**config.mk**
```make
export PLATFORM = sky130hd
export DESIGN_NAME = mmm_serial_core
export DESIGN_NICKNAME = d
export VERILOG_FILES = /design/src/rtl/mmm_serial_core.sv
export SDC_FILE = /design/constraint.sdc
export NUM_CORES = 1
export LEC_CHECK = 0
export ABC_CLOCK_PERIOD_IN_PS = 5800
export BUFFER_PORTS_ARGS = -buffer_cell sky130_fd_sc_hd__buf_2
export CAP_MARGIN = 20
export CORE_MARGIN = 2
export CORE_UTILIZATION = 50
export DETAILED_ROUTE_END_ITERATION = 10
export GPL_ROUTABILITY_DRIVEN = 1
export PLACE_DENSITY = 0.69
export REMOVE_ABC_BUFFERS = 1
export SLEW_MARGIN = 20
export SYNTH_ARGS = -nofsm -noshare
export SYNTH_HDL_FRONTEND = slang
export SYNTH_SLANG_ARGS = --single-unit
export TNS_END_PERCENT = 50
```
**constraint.sdc**
```tcl
create_clock -name clk -period 5.8 [get_ports clk]
set_input_delay 0.29 -clock clk [delete_from_list [all_inputs] [get_ports clk]]
set_output_delay 0.29 -clock clk [all_outputs]
set_load 0.03 [all_outputs]
```
**src/rtl/mmm_serial_core.sv**
```systemverilog
// Bit-serial Montgomery multiplier: p = a*b*2^-WIDTH mod m, one multiplier bit per enabled clock.
// Define MMM_FINAL_SUB_EN to add the CORR state (final conditional subtraction, p < m).
module mmm_serial_core #(
    parameter int WIDTH = 8
) (
    input  logic             clk,
    input  logic             rst,
    input  logic             en,
    input  logic             start,
    input  logic [WIDTH-1:0] a,
    input  logic [WIDTH-1:0] b,
    input  logic [WIDTH-1:0] m,
    output logic             busy,
    output logic             done,
    output logic [WIDTH:0]   p
);
    localparam int IW = $clog2(WIDTH);
    localparam int CW = IW + 1;
    localparam logic [CW-1:0] LAST_I = CW'(WIDTH - 1);

    typedef enum logic [1:0] {
        IDLE = 2'd0,
        ITER = 2'd1,
`ifdef MMM_FINAL_SUB_EN
        CORR = 2'd2,
`endif
        DONE = 2'd3
    } state_t;

    state_t state_reg, state_next;

    logic [WIDTH-1:0] a_reg, b_reg, m_reg;
    logic [WIDTH+1:0] r_reg, r_next;
    logic [CW-1:0]    i_reg;
    logic [WIDTH:0]   p_reg;
    logic [WIDTH-1:0] pp;
    logic             a_bit;
    logic [WIDTH+1:0] t_add, t_odd;

    assign a_bit = a_reg[i_reg[IW-1:0]];

    // Partial product: multiplicand gated by the current multiplier bit
    for (genvar gi = 0; gi < WIDTH; gi++) begin : g_pp
        assign pp[gi] = b_reg[gi] & a_bit;
    end

    always_comb begin
        t_add  = r_reg + {2'b00, pp};
        t_odd  = t_add[0] ? (t_add + {2'b00, m_reg}) : t_add;
        r_next = t_odd >> 1;
    end

`ifdef MMM_FINAL_SUB_EN
    logic [WIDTH:0] r_sub, p_corr;

    // R < 2m < 2^(W+1), so the top accumulator bit is always zero here
    always_comb begin
        r_sub  = r_reg[WIDTH:0] - {1'b0, m_reg};
        p_corr = (r_reg >= {2'b00, m_reg}) ? r_sub : r_reg[WIDTH:0];
    end
`endif

    // State register
    always_ff @(posedge clk) begin
        if (rst) begin
            state_reg <= IDLE;
        end else if (en) begin
            state_reg <= state_next;
        end
    end

    // Next-state logic
    always_comb begin
        state_next = state_reg;
        case (state_reg)
            IDLE: if (start) state_next = ITER;
            ITER: begin
                if (i_reg == LAST_I) begin
`ifdef MMM_FINAL_SUB_EN
                    state_next = CORR;
`else
                    state_next = DONE;
`endif
                end
            end
`ifdef MMM_FINAL_SUB_EN
            CORR: state_next = DONE;
`endif
            DONE: state_next = IDLE;
            default: state_next = IDLE;
        endcase
    end

    // Datapath registers
    always_ff @(posedge clk) begin
        if (rst) begin
            a_reg <= '0;
            b_reg <= '0;
            m_reg <= '0;
            r_reg <= '0;
            i_reg <= '0;
            p_reg <= '0;
        end else if (en) begin
            case (state_reg)
                IDLE: begin
                    if (start) begin
                        a_reg <= a;
                        b_reg <= b;
                        m_reg <= m;
                        r_reg <= '0;
                        i_reg <= '0;
                    end
                end
                ITER: begin
                    r_reg <= r_next;
                    i_reg <= i_reg + CW'(1);
`ifndef MMM_FINAL_SUB_EN
                    if (i_reg == LAST_I) p_reg <= r_next[WIDTH:0];
`endif
                end
`ifdef MMM_FINAL_SUB_EN
                CORR: p_reg <= p_corr;
`endif
                default: ;
            endcase
        end
    end

    // Outputs decode straight from registers
    always_comb begin
        busy = (state_reg != IDLE);
        done = (state_reg == DONE);
        p    = p_reg;
    end
endmodule

```
==> results of run 1 <==
[power by group]
| group | switching, mW | internal [mW] |
|---|---|---|
| combinational | 0.0359 | 0.0233 |
| clock | 0.110 | 0.0974 |
| sequential | 0.00607 | 0.339 |
| total | 0.152 | 0.459 |
[critical path, stage by stage, from the launching register on]
cell,delay (ns)
dfxtp_1,0.47
mux4_2,0.54
mux2i_1,0.53
nor2b_1,0.11
ha_1,0.25
fa_1,0.44
a211oi_2,0.27
o21ai_1,0.12
xor2_1,0.24
ha_1,0.33
o21a_1,0.20
o21ai_0,0.29
a211oi_1,0.11
xnor2_1,0.24
nand2_1,0.08
a21oi_1,0.14
[layout make-up]
cell class,instances,area [um2],area share
clock buffers,8,90.1,0.0302
inverters,7,26.3,0.00879
flip-flops and latches,48,961,0.322
well taps,70,87.6,0.0293
repair buffers,38,190,0.0637
multi-input cells,255,1630,0.546
[cell usage in the layout, fill, tap and decap left out, types with 7 or more instances in the layout]
| cell | count |
|---|---|
| nor2b_1 | 10 |
| o21ai_1 | 8 |
| buf_2 | 38 |
| a21oi_1 | 40 |
| nand2_1 | 56 |
| inv_1 | 7 |
| a211oi_1 | 10 |
| ha_1 | 16 |
| nor2_1 | 25 |
| dfxtp_1 | 48 |
| xnor2_1 | 7 |
[kinds of logic after synthesis]
family | Yosys count | share of synthesized area
flops | 48 | 0.360
mux | 8 | 0.0394
fa+ha+maj | 18 | 0.0901
simple gates | 125 | 0.220
xor+xnor | 13 | 0.0427
buf+inv | 20 | 0.0296
compound gates | 91 | 0.218
[final timing paths]
check                          endpoint  cells past startpoint  slack (ns)                   from
setup / recovery  r_reg[7]$_SDFFE_PP0P_                     15        1.36  i_reg[0]$_SDFFE_PP0P_
hold / removal    m_reg[6]$_SDFFE_PP0P_                      3        0.21                   m[6]
setup reg to reg  r_reg[7]$_SDFFE_PP0P_                     15        1.36  i_reg[0]$_SDFFE_PP0P_
hold reg to reg   b_reg[7]$_SDFFE_PP0P_                      2        0.46  b_reg[7]$_SDFFE_PP0P_
[routing by layer]
metal  track usage  vias to the layer above  wire length (um)
met5             0                        -                 0
met4        0.0661                        0                90
met3        0.0506                       11               205
met2         0.344                       37              2680
met1         0.273                     1050              2830
li1              -                     1208                 -
[per-stage QoR]
stage                     cell area (um2)  total power, mW
after detailed placement             2890            0.412
after CTS                            2980            0.618
after global routing                 2990            0.641
final                                2990            0.611
after floorplan                      2610            0.386
after global placement               2890            0.411
==> results.toml, run 1 <==
[clocking]
cts_max_path_buffers = 2
cts_hold_buf = 0
root_buffer = "clkbuf_8"
cts.sinks = 48
clkTransAtPathRegs_ns = 0.08
insertion_delay_ns = 0.31
cts_tree = "built"
h-tree-depth = 2
cts_buffers = 5
cts_setup_buffers = 0
post_cts_resize_count = 0

[yosys]
synth_flop_cell = "dfxtp_1"
netlist_instances = 323
synth_area_leaders = "dfxtp_1 (36%), nand2_1 (7.9%), a21oi_1 (7.5%)"
synth_top_area_share = 0.360
async_reset_ff_frac = 0
syn_area_per_cell_um2 = 8.25
synth_seq_cells = 48
synth_cell_types = 46
ys_seq_area_frac = 0.360
syn-cell-area_um2 = 2670
synth_area_leader_cell = "dfxtp_1"
synth.most_common_cell = "nand2_1"
ys_top_cells_by_count = "nand2_1 (56), dfxtp_1 (48), a21oi_1 (40)"
synth_edf_count = 0
yosys_warnings = 0

[timing]
finalCriticalPeriod_ns = 4.44
setup_slack_ns = 1.36
slew_headroom = 0.390
tightest_slew_ns = 0.915
setup_viol = 0
fmax_ghz = 0.225
fin_hold_ws_ns = 0.206
finalHoldViolCount = 0
slew_violations = 0
tns_ns = 0
finalCritPeriodShare = 0.765
skew_ns = 0.00548
rsz0062_at_grt = "no"

[route]
drcViolationCount = 0
drt_iter0_markers = 64
drtAntennaViolNets = 0
wirelength_um = 5800
post_drt_wl_per_cell_um = 13.6
viasPerCell = 5.41
drt-pass1-iter-count = 4
route.vias.total = 2306

[floorplan]
initial_utilization = 0.519
std_cell_rows = 26
design.core.area_um2 = 5140
die_h_um = 77.0
die-area_um2 = 5930
dieWidth_um = 77.0
io_pins = 39

[setup_path]
cp_max_fo = 8
path_class = "reg -> reg"
worst_ep_arrival_time_ns = 4.67
required_ns = 6.04
end_kind = "register"
cp-start-kind = "register"

[outcome]
status = "finished, final reports clean"

[global_routing]
grt-ovfl-total = 0
grt_pass1_wl_um = 10100
antenna_found_initial = 0
grt_max_degree = 50
grt_pass1_vias = 2204
grt_use_total = 0.210

[power_and_ir_drop]
p_leak_nw = 1.20
vdd_drop_max_mv = 0.199
power_density_nw_per_um2 = 204

[final_layout]
num_antenna_cells = 0
drive_gt1_frac = 0.157
final_cells = 426
area_growth_pct = 12.1
nFillCells = 523
fin_util = 0.581
fin_nets = 401

[placed_design]
port_buffers = 38
place_hpwl_um = 4140
post-place-ws_ns = 1.38
dp.cells = 418
gp_congestion = 0.821

[run]
maxCapViolCount = 0

[worst_hold_path]
hold_class = "in -> reg"
Note: power is estimated with default switching activity, not from simulation.
==> run 2: changes to the inputs <==
--- a/config.mk
+++ b/config.mk
@@ -5,7 +5,7 @@
 export SDC_FILE = /design/constraint.sdc
 export NUM_CORES = 1
 export LEC_CHECK = 0
-export ABC_CLOCK_PERIOD_IN_PS = 5800
+export ABC_CLOCK_PERIOD_IN_PS = 4400
 export BUFFER_PORTS_ARGS = -buffer_cell sky130_fd_sc_hd__buf_2
 export CAP_MARGIN = 20
 export CORE_MARGIN = 2
==> constraint.sdc (replaced) <==
create_clock -name clk -period 4.4 [get_ports clk]
set_input_delay 0.22 -clock clk [delete_from_list [all_inputs] [get_ports clk]]
set_output_delay 0.22 -clock clk [all_outputs]
set_load 0.03 [all_outputs]
==> run 2 against run 1 <==
  * First-iteration DRC count up 78%
  * Critical path depth unchanged
  * Clock power up 68%
  * Worst hold slack worse by 0.060 ns
  * Register-to-register slack worse by 0.87 ns
  * Final area up 1.5%
  * Final cell count up 0.23%
  * Flip-flop and latch count unchanged
  * Combinational power up 33%
  * Core utilization up 0.85 points
  * Sequential power up 32%
  * Largest power group unchanged
  * Highest routed layer unchanged
==> results.toml, run 2 (synthesis gave the netlist of run 1 again) <==
[outcome]
status = "finished, final reports clean"

[floorplan]
initial_utilization = 0.519
die-area_um2 = 5930
dieWidth_um = 77.0
std_cell_rows = 26
io_pins = 39
design.core.area_um2 = 5140
die_h_um = 77.0

[timing]
slew_headroom = 0.329
tightest_slew_ns = 1.01
finalCriticalPeriod_ns = 3.90
finalHoldViolCount = 0
skew_ns = 0.00379
rsz0062_at_grt = "no"
fin_hold_ws_ns = 0.147
slew_violations = 0
tns_ns = 0
setup_viol = 0
finalCritPeriodShare = 0.887
fmax_ghz = 0.256
setup_slack_ns = 0.497

[setup_path]
reg2reg_setup_slack_ns = 0.50
slowest_delay_ns = 0.50
cp-start-kind = "register"
crit_slowest_cell = "mux4_2"
crit_path_frequent_cell = "ha_1"
required_ns = 4.63
path_class = "reg -> reg"
end_kind = "register"
cp_num_buf_inv = 0
r2r_start = "i_reg[0]$_SDFFE_PP0P_"
cp_top_family = "compound AO/OA/AOI/OAI gates"
worst_ep_arrival_time_ns = 4.13
cp_max_fo = 6
critPathLaunch = "i_reg[0]$_SDFFE_PP0P_"
crit_chain = "mux4_2 > mux2i_1 > nor2b_1 > ha_1 > fa_1 > a211oi_2 > o21ai_1 > xor2_1 > ha_1 > o21a_1 > o21ai_0 > a211oi_1 > xnor2_1 > nand2_1 > a21oi_1"

[worst_hold_path]
min_from = "b[7]"
hold_class = "in -> reg"

[global_routing]
grt_pass1_wl_um = 10500
grt-ovfl-total = 0
grt_use_total = 0.215
antenna_found_initial = 0
grt_pass1_vias = 2323
grt_max_degree = 50

[placed_design]
post-place-ws_ns = 0.411
placed_cell_area_um2 = 2900
dp.cells = 419
port_buffers = 38
place_hpwl_um = 4170
gp_congestion = 0.828

[clocking]
cts_setup_buffers = 0
clkTransAtPathRegs_ns = 0.09
cts_buffers = 5
h-tree-depth = 2
cts_tree = "built"
cts.sinks = 48
insertion_delay_ns = 0.30
cts_hold_buf = 0
root_buffer = "clkbuf_8"
cts_max_path_buffers = 2

[power_and_ir_drop]
p_leak_nw = 1.23
power_density_nw_per_um2 = 290
vdd_drop_max_mv = 0.204
total_power_mw = 0.880

[final_layout]
layout_common_cells = "nand2_1 (56), dfxtp_1 (47), a21oi_1 (40)"
final_common_cell = "nand2_1"
num_antenna_cells = 0
fin_util = 0.590
stdcell_area_um2 = 3030
fin_nets = 402
final_cells = 427
drive_gt1_frac = 0.165
area_growth_pct = 13.7

[route]
viasPerCell = 5.48
drt-pass1-iter-count = 4
drt_iter0_markers = 114
route.vias.total = 2339
post_drt_wl_per_cell_um = 13.6
drtAntennaViolNets = 0
wirelength_um = 5790
drcViolationCount = 0

[run]
maxCapViolCount = 0
run 2: final timing paths:
| path | endpoint | cells after the start |
|---|---|---|
| worst min register to register | b_reg[2]$_SDFFE_PP0P_ | 2 |
| worst max-delay path | r_reg[7]$_SDFFE_PP0P_ | 15 |
| worst max register to register | r_reg[7]$_SDFFE_PP0P_ | 15 |
| worst min-delay path | b_reg[7]$_SDFFE_PP0P_ | 3 |
run 2: metal layers:
layer | share of wire | routed length (um) | global-route usage | vias to the layer above
met3 | 0.031 | 179 | 0.0353 | 6
met1 | 0.48 | 2790 | 0.282 | 1080
met5 | 0 | 0 | 0 | -
li1 | - | - | - | 1216
met2 | 0.48 | 2770 | 0.366 | 37
met4 | 0.0083 | 48 | 0.0589 | 0
run 2: layout make-up:
class                      instances  area, um2
fill                             508       2110
tap                               70       87.6
multi-input combinational        255       1630
inverter                           7       26.3
sequential                        48        962
clock inverter                     1       30.0
timing repair buffer              39        198
clock buffer                       7       96.3
run 2: worst reg2reg max path, delay by kind of cell, from the launching register on:
family	cells	cell delay (ns)
AO/OA/AOI/OAI	6	1.09
adder cells (fa/ha/maj)	3	1.01
multiplexers	2	0.69
XOR/XNOR	2	0.50
flip-flops	1	0.40
AND/OR/NAND/NOR	2	0.15
run 2: what timing repair did:
| item | CTS | global route |
|---|---|---|
| resized for setup | 0 | 1 |
| setup endpoints to repair | 0 | 1 |
| endpoints found under the hold margin | 0 | 0 |
run 2: power breakdown:
part / switching (mW) / internal [mW]
combinational: 0.0473 / 0.0314
sequential: 0.00800 / 0.446
clock: 0.147 / 0.201
total: 0.202 / 0.678
==> run 3: changes to the inputs <==
--- a/config.mk
+++ b/config.mk
@@ -12,6 +12,7 @@
 export CORE_UTILIZATION = 50
 export DETAILED_ROUTE_END_ITERATION = 10
 export GPL_ROUTABILITY_DRIVEN = 1
+export MAX_ROUTING_LAYER = met4
 export PLACE_DENSITY = 0.69
 export REMOVE_ABC_BUFFERS = 1
 export SLEW_MARGIN = 20
==> run 3 against run 2 <==
  * Non-clock buffer count unchanged
  * Flip-flop and latch count unchanged
  * Core utilization unchanged
  * Count of clock-buffer cells in the layout unchanged
==> results.toml, run 3 (synthesis gave the netlist of run 1 again) <==
[outcome]
status = "finished, final reports clean"

[setup_path]
reg2reg_setup_slack_ns = 0.50
worst_ep_arrival_time_ns = 4.10
crit_chain = "mux4_2 > mux2i_1 > nor2b_1 > ha_1 > fa_1 > a21o_1 > a21oi_1 > xnor2_1 > ha_1 > nand2_1 > a21oi_2 > o21ai_1 > or4_1 > and3_1 > a211oi_1"
cp-endpoint = "p[6]$_SDFFE_PP0P_"
ff2ff_path_depth = 15
crit_slowest_cell = "mux4_2"
cp-start-kind = "register"
slowest_delay_ns = 0.50
critPathLaunch = "i_reg[0]$_SDFFE_PP0P_"
r2r_start = "i_reg[0]$_SDFFE_PP0P_"
r2r-end = "p[6]$_SDFFE_PP0P_"
crit_path_frequent_cell = "ha_1"
path_class = "reg -> reg"
end_kind = "register"
required_ns = 4.60
cp_max_fo = 6

[power_and_ir_drop]
power_density_nw_per_um2 = 291
p_leak_nw = 1.23
total_power_mw = 0.881
vdd_drop_max_mv = 0.203

[floorplan]
dieWidth_um = 77.0
die_h_um = 77.0
die-area_um2 = 5930
io_pins = 39
design.core.area_um2 = 5140
std_cell_rows = 26
initial_utilization = 0.519

[route]
route.vias.total = 2351
viasPerCell = 5.51
post_drt_wl_per_cell_um = 13.6
drtAntennaViolNets = 0
drcViolationCount = 0
wirelength_um = 5810
drt_iter0_markers = 116
drt-pass1-iter-count = 4

[final_layout]
area_growth_pct = 13.7
nFillCells = 508
layout_common_cells = "nand2_1 (56), dfxtp_1 (47), a21oi_1 (40)"
fin_nets = 402
num_antenna_cells = 0
final_common_cell = "nand2_1"
multiInputGateArea_um2 = 1630
drive_gt1_frac = 0.165
seq_area_um2 = 962

[clocking]
clkTransAtPathRegs_ns = 0.09
cts_max_path_buffers = 2
cts_buffers = 5
h-tree-depth = 2
cts.sinks = 48
cts_hold_buf = 0
cts_tree = "built"
root_buffer = "clkbuf_8"
insertion_delay_ns = 0.30

[run]
maxCapViolCount = 0

[timing]
fin_hold_ws_ns = 0.145
slew_violations = 0
finalCritPeriodShare = 0.886
finalHoldViolCount = 0
skew_ns = 0.00345
finalCriticalPeriod_ns = 3.90
slew_headroom = 0.335
setup_viol = 0
rsz0062_at_grt = "no"
fmax_ghz = 0.256
tns_ns = 0
tightest_slew_ns = 0.997

[placed_design]
place_hpwl_um = 4170
gp_congestion = 0.841
port_buffers = 38

[global_routing]
grt_pass1_vias = 2324
grt-ovfl-total = 0
grt_max_degree = 50
grt_use_total = 0.221
grt_pass1_wl_um = 10500
antenna_found_initial = 0

[worst_hold_path]
hold_class = "in -> reg"
run 3: worst min-delay path by stage:
| stage | slack (ns) | to | from | cells after the start |
|---|---|---|---|---|
| 2_1_floorplan | 0.28 | p[8]$_SDFFE_PP0P_ | rst | 1 |
| 3_3_place_gp | 0.44 | b_reg[2]$_SDFFE_PP0P_ | b_reg[2]$_SDFFE_PP0P_ | 2 |
| 3_5_place_dp | 0.45 | b_reg[2]$_SDFFE_PP0P_ | b_reg[2]$_SDFFE_PP0P_ | 2 |
| 4_1_cts | 0.14 | b_reg[5]$_SDFFE_PP0P_ | b[5] | 3 |
| 5_1_grt | 0.14 | a_reg[2]$_SDFFE_PP0P_ | a[2] | 3 |
| 6_report | 0.15 | b_reg[7]$_SDFFE_PP0P_ | b[7] | 3 |
run 3: metrics by stage:
stage	std cells	area, um2	utilization	setup WS, ns
floorplan	310	2610	-	0.471
global placement	419	2900	0.564	0.533
detailed placement	419	2900	0.564	0.411
CTS	427	3030	0.589	0.399
global route	427	3030	0.590	0.0493
finish	427	3030	0.590	0.501
run 3: power by group:
| part | total, mW | internal (mW) | leakage (nW) | switching, mW |
|---|---|---|---|---|
| registers | 0.455 | 0.446 | 0.390 | 0.00803 |
| logic | 0.0788 | 0.0314 | 0.771 | 0.0474 |
| clock network | 0.347 | 0.201 | 0.0645 | 0.147 |
run 3: final cells by class:
type	count	area share
inverters	7	0.00867
repair buffers	39	0.0652
flip-flops and latches	48	0.317
clock inverters	1	0.00991
well taps	70	0.0289
multi-input cells	255	0.538
clock buffers	7	0.0318
run 3: routing by layer:
layer  up-vias  global-route usage  share of wire
met4         0              0.0589         0.0083
li1       1215                   -              -
met2        44               0.364           0.47
met1      1086               0.284           0.48
met3         6              0.0353          0.033
met5         -                   -              0
run 3: critical path: cells and delay by family, from the launching register on:
kind	cells	cell delay [ns]
adder cells (fa/ha/maj)	3	1.01
AO/OA/AOI/OAI	5	0.85
AND/OR/NAND/NOR	4	0.74
multiplexers	2	0.69
flip-flops	1	0.40
XOR/XNOR	1	0.10
run 3: timing repair:
item | in CTS | in global routing
endpoints found under the setup margin | 0 | 1
gates resized for setup | 0 | 1
buffers inserted | 0 | 0
